[config.mk]
export PLATFORM = sky130hd
export DESIGN_NAME = fifo_read_prefetch_flat
export DESIGN_NICKNAME = d
export VERILOG_FILES = /design/src/rtl/fifo_read_prefetch_pkg.sv /design/src/rtl/fifo_read_prefetch_if.sv /design/src/rtl/fifo_read_prefetch_skid_reg.sv /design/src/rtl/fifo_read_prefetch.sv /design/src/flat_wrapper.sv
export SDC_FILE = /design/constraint.sdc
export NUM_CORES = 1
export LEC_CHECK = 0
export ABC_AREA = 1
export CAP_MARGIN = 20
export CORE_MARGIN = 2
export CORE_UTILIZATION = 30
export CTS_CLUSTER_DIAMETER = 80
export DETAILED_ROUTE_END_ITERATION = 12
export GPL_TIMING_DRIVEN = 0
export HOLD_SLACK_MARGIN = 0.06
export PLACE_DENSITY = 0.59
export SYNTH_ARGS = -nofsm -noshare
export SYNTH_HDL_FRONTEND = slang
export SYNTH_SLANG_ARGS = --single-unit
[constraint.sdc]
create_clock -name clk_rx -period 3.4 [get_ports clk_rx]
set_input_delay 0.34 -clock clk_rx [delete_from_list [all_inputs] [get_ports clk_rx]]
set_output_delay 0.34 -clock clk_rx [all_outputs]
set_load 0.03 [all_outputs]
[src/rtl/fifo_read_prefetch_pkg.sv]
// rtl/fifo_read_prefetch_pkg.sv - shared async-FIFO constants for the read-side prefetch stage
package fifo_read_prefetch_pkg;

    // Widths shared with the read/write pointer handlers
    localparam int DEFAULT_DATA_WIDTH    = 32;
    localparam int DEFAULT_POINTER_WIDTH = 3;

    // Buffered-word count encoding for the 2-entry prefetch buffer
    typedef logic [1:0] cnt_t;

    localparam cnt_t CNT_0 = 2'd0;
    localparam cnt_t CNT_1 = 2'd1;
    localparam cnt_t CNT_2 = 2'd2;

    // True when another word can be accepted without overrunning the buffer
    function automatic logic cnt_has_room(input cnt_t cnt);
        return (cnt < CNT_2);
    endfunction

endpackage

[src/rtl/fifo_read_prefetch_if.sv]
// rtl/fifo_read_prefetch_if.sv - consumer-side valid/ready stream of the read prefetch stage
interface fifo_read_prefetch_if
    import fifo_read_prefetch_pkg::*;
#(
    parameter int data_width = DEFAULT_DATA_WIDTH
) ();

    logic                  out_valid;
    logic [data_width-1:0] out_data;
    logic                  out_ready;

    // Producer side: the prefetch stage
    modport master (
        output out_valid,
        output out_data,
        input  out_ready
    );

    // Consumer side: the crossbar
    modport slave (
        input  out_valid,
        input  out_data,
        output out_ready
    );

endinterface

[src/rtl/fifo_read_prefetch_skid_reg.sv]
// rtl/fifo_read_prefetch_skid_reg.sv - 2-entry head/tail register pair with enq/deq/flush control
module fifo_out_skid_reg
    import fifo_read_prefetch_pkg::*;
#(
    parameter int data_width = DEFAULT_DATA_WIDTH
) (
    input  logic                  clk,
    input  logic                  nrst,
    input  logic                  enq,
    input  logic [data_width-1:0] wdata,
    input  logic                  flush,
    input  logic                  out_ready,
    output logic                  out_valid,
    output logic [data_width-1:0] out_data,
    output cnt_t                  count
);

    cnt_t                  count_q, count_d;
    logic [data_width-1:0] head_q, head_d;
    logic [data_width-1:0] tail_q, tail_d;
    logic                  deq;

    assign deq = (count_q != CNT_0) & out_ready;

    // State register: count plus the head/tail data entries
    always_ff @(posedge clk) begin
        if (!nrst) begin
            count_q <= CNT_0;
            head_q  <= '0;
            tail_q  <= '0;
        end else begin
            count_q <= count_d;
            head_q  <= head_d;
            tail_q  <= tail_d;
        end
    end

    // Next-state: occupancy transitions; flush wins and drops everything buffered
    always_comb begin
        count_d = count_q;
        if (flush) begin
            count_d = CNT_0;
        end else begin
            case (count_q)
                CNT_0: begin
                    if (enq) begin
                        count_d = CNT_1;
                    end
                end
                CNT_1: begin
                    if (enq && !deq) begin
                        count_d = CNT_2;
                    end else if (!enq && deq) begin
                        count_d = CNT_0;
                    end
                end
                CNT_2: begin
                    if (deq) begin
                        count_d = CNT_1;
                    end
                end
                default: begin
                    count_d = CNT_0;
                end
            endcase
        end
    end

    // Data path: head always holds the older word; tail is written only when head stays occupied
    always_comb begin
        head_d = head_q;
        tail_d = tail_q;
        if (!flush) begin
            case (count_q)
                CNT_0: begin
                    if (enq) begin
                        head_d = wdata;
                    end
                end
                CNT_1: begin
                    if (enq && deq) begin
                        head_d = wdata;
                    end else if (enq) begin
                        tail_d = wdata;
                    end
                end
                CNT_2: begin
                    if (deq) begin
                        head_d = tail_q;
                    end
                end
                default: begin
                    head_d = head_q;
                end
            endcase
        end
    end

    // Outputs come straight from registers so the consumer sees no combinational path
    always_comb begin
        out_valid = (count_q != CNT_0);
        out_data  = head_q;
        count     = count_q;
    end

endmodule

[src/rtl/fifo_read_prefetch.sv]
// rtl/fifo_read_prefetch.sv - read-side prefetch stage turning pop/empty into a registered valid/ready stream
module fifo_read_prefetch
    import fifo_read_prefetch_pkg::*;
#(
    parameter int data_width    = DEFAULT_DATA_WIDTH,
    parameter int pointer_width = DEFAULT_POINTER_WIDTH
) (
    input  logic                     clk_rx,
    input  logic                     nrst_rx,
    input  logic                     empty,
    input  logic [pointer_width-1:0] read_pointer,
    output logic [pointer_width-1:0] rd_addr,
    input  logic [data_width-1:0]    rdata,
    output logic                     pop,
    input  logic                     flush,
    output logic [1:0]               occupancy,
    fifo_read_prefetch_if.master     out_if
);

    cnt_t                  count;
    logic                  skid_valid;
    logic [data_width-1:0] skid_data;

    // Pop depends only on local occupancy, never on out_ready, so the handler path stays short
    always_comb begin
        pop       = ~empty & cnt_has_room(count) & ~flush & nrst_rx;
        rd_addr   = read_pointer;
        occupancy = count;
    end

    fifo_out_skid_reg #(
        .data_width (data_width)
    ) u_skid (
        .clk       (clk_rx),
        .nrst      (nrst_rx),
        .enq       (pop),
        .wdata     (rdata),
        .flush     (flush),
        .out_ready (out_if.out_ready),
        .out_valid (skid_valid),
        .out_data  (skid_data),
        .count     (count)
    );

    // Drive the consumer stream from the registered buffer head
    always_comb begin
        out_if.out_valid = skid_valid;
        out_if.out_data  = skid_data;
    end

endmodule

[src/flat_wrapper.sv]
// flat-port wrapper written by rule: the top's interface ports become plain ports
module fifo_read_prefetch_flat import fifo_read_prefetch_pkg::*;
#(
    parameter int data_width    = DEFAULT_DATA_WIDTH,
    parameter int pointer_width = DEFAULT_POINTER_WIDTH
)
  (clk_rx, nrst_rx, empty, read_pointer, rd_addr, rdata, pop, flush, occupancy, out_if_out_valid, out_if_out_data, out_if_out_ready);
  fifo_read_prefetch_if #(.data_width(data_width)) out_if_i ();
  input  logic clk_rx;
  input  logic nrst_rx;
  input  logic empty;
  input  logic [pointer_width-1:0] read_pointer;
  output logic [pointer_width-1:0] rd_addr;
  input  logic [data_width-1:0] rdata;
  output logic pop;
  input  logic flush;
  output logic [1:0] occupancy;
  output wire logic [$bits(out_if_i.out_valid)-1:0] out_if_out_valid;
  output wire logic [$bits(out_if_i.out_data)-1:0] out_if_out_data;
  input wire logic [$bits(out_if_i.out_ready)-1:0] out_if_out_ready;
  assign out_if_out_valid = out_if_i.out_valid;
  assign out_if_out_data = out_if_i.out_data;
  assign out_if_i.out_ready = out_if_out_ready;
  fifo_read_prefetch #(.data_width(data_width), .pointer_width(pointer_width)) u_core (.clk_rx(clk_rx), .nrst_rx(nrst_rx), .empty(empty), .read_pointer(read_pointer), .rd_addr(rd_addr), .rdata(rdata), .pop(pop), .flush(flush), .occupancy(occupancy), .out_if(out_if_i));
endmodule
==> results.toml <==
[final_layout]
final_area_mm2 = 0.00416
drive_gt1_frac = 0.0697
final_util = 0.423
antennaDiodeCount = 0
final_nets = 612
area.growth.synth_to_final_pct = 36.1

[synthesis]
synth_nets = 526
synthSimpleGateAreaFrac = 0.392
async_flop_share = 0
synth_top_area_cell = "dfxtp_1"
synthCells = 484
synth_compound_area_frac = 0.0615
synth_edf_count = 0
ys_seq_area_frac = 0.433
synthMuxAreaShare = 0
synth_ff_type = "dfxtp_1"
yosys.area_share.adder = 0.00820
yosysUniqueCellTypes = 17
ys_top_cells_by_area = "dfxtp_1 (43%), nand2_1 (16%), nor2_1 (16%)"
synthXorXnorAreaFrac = 0
yosysWarningCount = 0
synth_most_common_cell = "nand2_1"
syn_area_mm2 = 0.00305
ys_top_cells_by_count = "nand2_1 (134), nor2_1 (133), dfxtp_1 (66), inv_1 (39), nand3_1 (34)"
synth_top_area_frac = 0.433
ys_ff_latch = 66
synth_top_family_by_area = "simple AND/OR/NAND/NOR gates"
synth_area_per_cell_um2 = 6.31

[grt]
grt_pass1_wl_um = 13000
grt_max_degree = 11
grt_overflow = 0
grt_pass1_vias = 2857
grt_antenna_before_repair = 0
grt_use_total = 0.147

[power_and_ir_drop]
p_leak_nw = 1.88
ir_worst_vdd_v = 0.000188
power_density_mw_per_mm2 = 409

[floorplan]
die-area_mm2 = 0.0110
core_area_mm2 = 0.00982
dieHeight_um = 105
num_rows = 36
dieWidth_um = 105
io_pins = 79
initial_core_util = 0.311

[clock_network]
path_clk_slew_ns = 0.07
cts_root_buf = "clkbuf_8"
clock-sinks = 66
cts_tree = "done"
cts_buffers = 9
htreeDepth = 3
cts_resized = 0
cts_setup_buffers = 0
cts_buffer_depth = 2
clock_latency_ns = 0.34
cts_hold_buf = 0

[sta]
layout_setup_ws_ns = 1.05
slew_headroom = 0.657
slew_violations = 0
finalCriticalPeriod_ns = 2.35
period_share = 0.691
setup_tns_ns = 0
hold_viol = 0
skew_ns = 0.00634
rsz0062_at_grt = "false"
setup_viol = 0
tightest_slew_ns = 0.515
fmax_mhz = 426

[placed_design]
placed_area_mm2 = 0.00397
port_buffers = 75
pre_cts_ws_ns = 0.673
place_hpwl_um = 5780
gp_congestion = 0.830

[routing]
wl_per_cell_um = 11.1
vias_per_cell = 4.32
routed_wirelength_um = 7860
final_antenna_net_count = 0
drt_iter0_markers = 73
vias = 3054
drc = 0
firstDrtPassIters = 4

[worst_setup_path]
worst_setup_path_end_kind = "register"
max_stage_delay_ns = 0.44
cp_cell_sequence = "clkdlybuf4s50_1 > inv_1 > nand3_1 > nor2_1 > ha_1 > nand2_1 > a21oi_2 > clkbuf_1 > nand3_1 > nand2_1 > nor2_1"
cpMaxStageDelayCell = "clkdlybuf4s50_1"
path_max_fanout = 10
critPathLaunchType = "input port"
crit_arrival_ns = 2.59
crit_type = "in2reg"
required_ns = 3.64

[run]
drv_cap = 0

[run_status]
status = "completed"

[hold_path]
hp-class = "reg2reg"
layer usage:
metal / wire length, um / up-vias / track usage / part of all wire
met4: 123 / 0 / 0.0571 / 0.016
met3: 390 / 11 / 0.0331 / 0.050
li1: - / 1634 / - / -
met1: 3820 / 1346 / 0.184 / 0.49
met5: 0 / - / 0 / 0
met2: 3530 / 63 / 0.244 / 0.45
final cells by class:
class                      instances  area [um^2]
fill                            1090         5660
multi-input combinational        342         1410
sequential                        66         1320
timing repair buffer              75          751
inverter                          45          169
tap                              133          166
buffer                            31          154
clock buffer                      12          145
clock inverter                     3         40.0
worst max-delay path: cells and delay by family:
| family | cells | cell delay, ns |
|---|---|---|
| compound gates | 1 | 0.38 |
| fa+ha+maj | 1 | 0.21 |
| buf+inv | 3 | 0.93 |
| simple gates | 6 | 0.71 |
flip-flops by register name, indices dropped and copies added, names as in the netlist:
| register | flops |
|---|---|
| u_core.u_skid.out_data | 32 |
| u_core.u_skid.tail_q | 32 |
| u_core.u_skid.count | 2 |
cells in the final DEF, fill, tap and decap left out:
cell,count
buf_4,6
nand2_1,134
a21oi_2,2
nor2_4,1
clkbuf_1,13
buf_1,2
clkinv_2,2
o21ai_1,32
clkbuf_8,10
dfxtp_1,66
ha_1,2
buf_2,12
nand3b_1,1
inv_1,39
clkdlybuf4s50_1,75
inv_2,6
bufinv_16,1
nand3_1,34
a21oi_1,2
nor3_1,1
nor2_1,133
worst paths after layout:
check | cells past startpoint | to | slack, ns | startpoint
worst max register to register | 9 | u_core.u_skid.out_data[13]$_SDFFE_PN0P_ | 1.21 | u_core.u_skid.count[0]$_SDFFE_PP0P_
worst min register to register | 2 | u_core.u_skid.out_data[10]$_SDFFE_PN0P_ | 0.48 | u_core.u_skid.out_data[10]$_SDFFE_PN0P_
worst min-delay path | 2 | u_core.u_skid.out_data[10]$_SDFFE_PN0P_ | 0.48 | u_core.u_skid.out_data[10]$_SDFFE_PN0P_
worst max-delay path | 11 | u_core.u_skid.out_data[13]$_SDFFE_PN0P_ | 1.05 | flush
power by group:
group          switching [mW]  internal, mW  leakage [nW]  total (mW)
Clock                   0.287         0.353        0.0962       0.640
Sequential             0.0105         0.794         0.535       0.804
Combinational           0.140         0.117          1.25       0.257
Total                   0.438          1.26          1.88        1.70
per-stage QoR:
stage / hold WS, ns / std cells / total power [mW]
2_1_floorplan: 0.455 / 484 / 0.965
3_3_place_gp: 0.462 / 692 / 1.08
3_5_place_dp: 0.473 / 692 / 1.08
4_1_cts: 0.488 / 707 / 1.72
5_1_grt: 0.501 / 707 / 1.78
6_report: 0.481 / 707 / 1.70
cell families (layout without fill, tap and decap cells):
family          Yosys count  after routing
simple gates            304            304
fa+ha+maj                 2              2
flops                    66             66
compound gates           36             36
buf+inv                  76            166
Note: power is estimated with default switching activity, not from simulation.
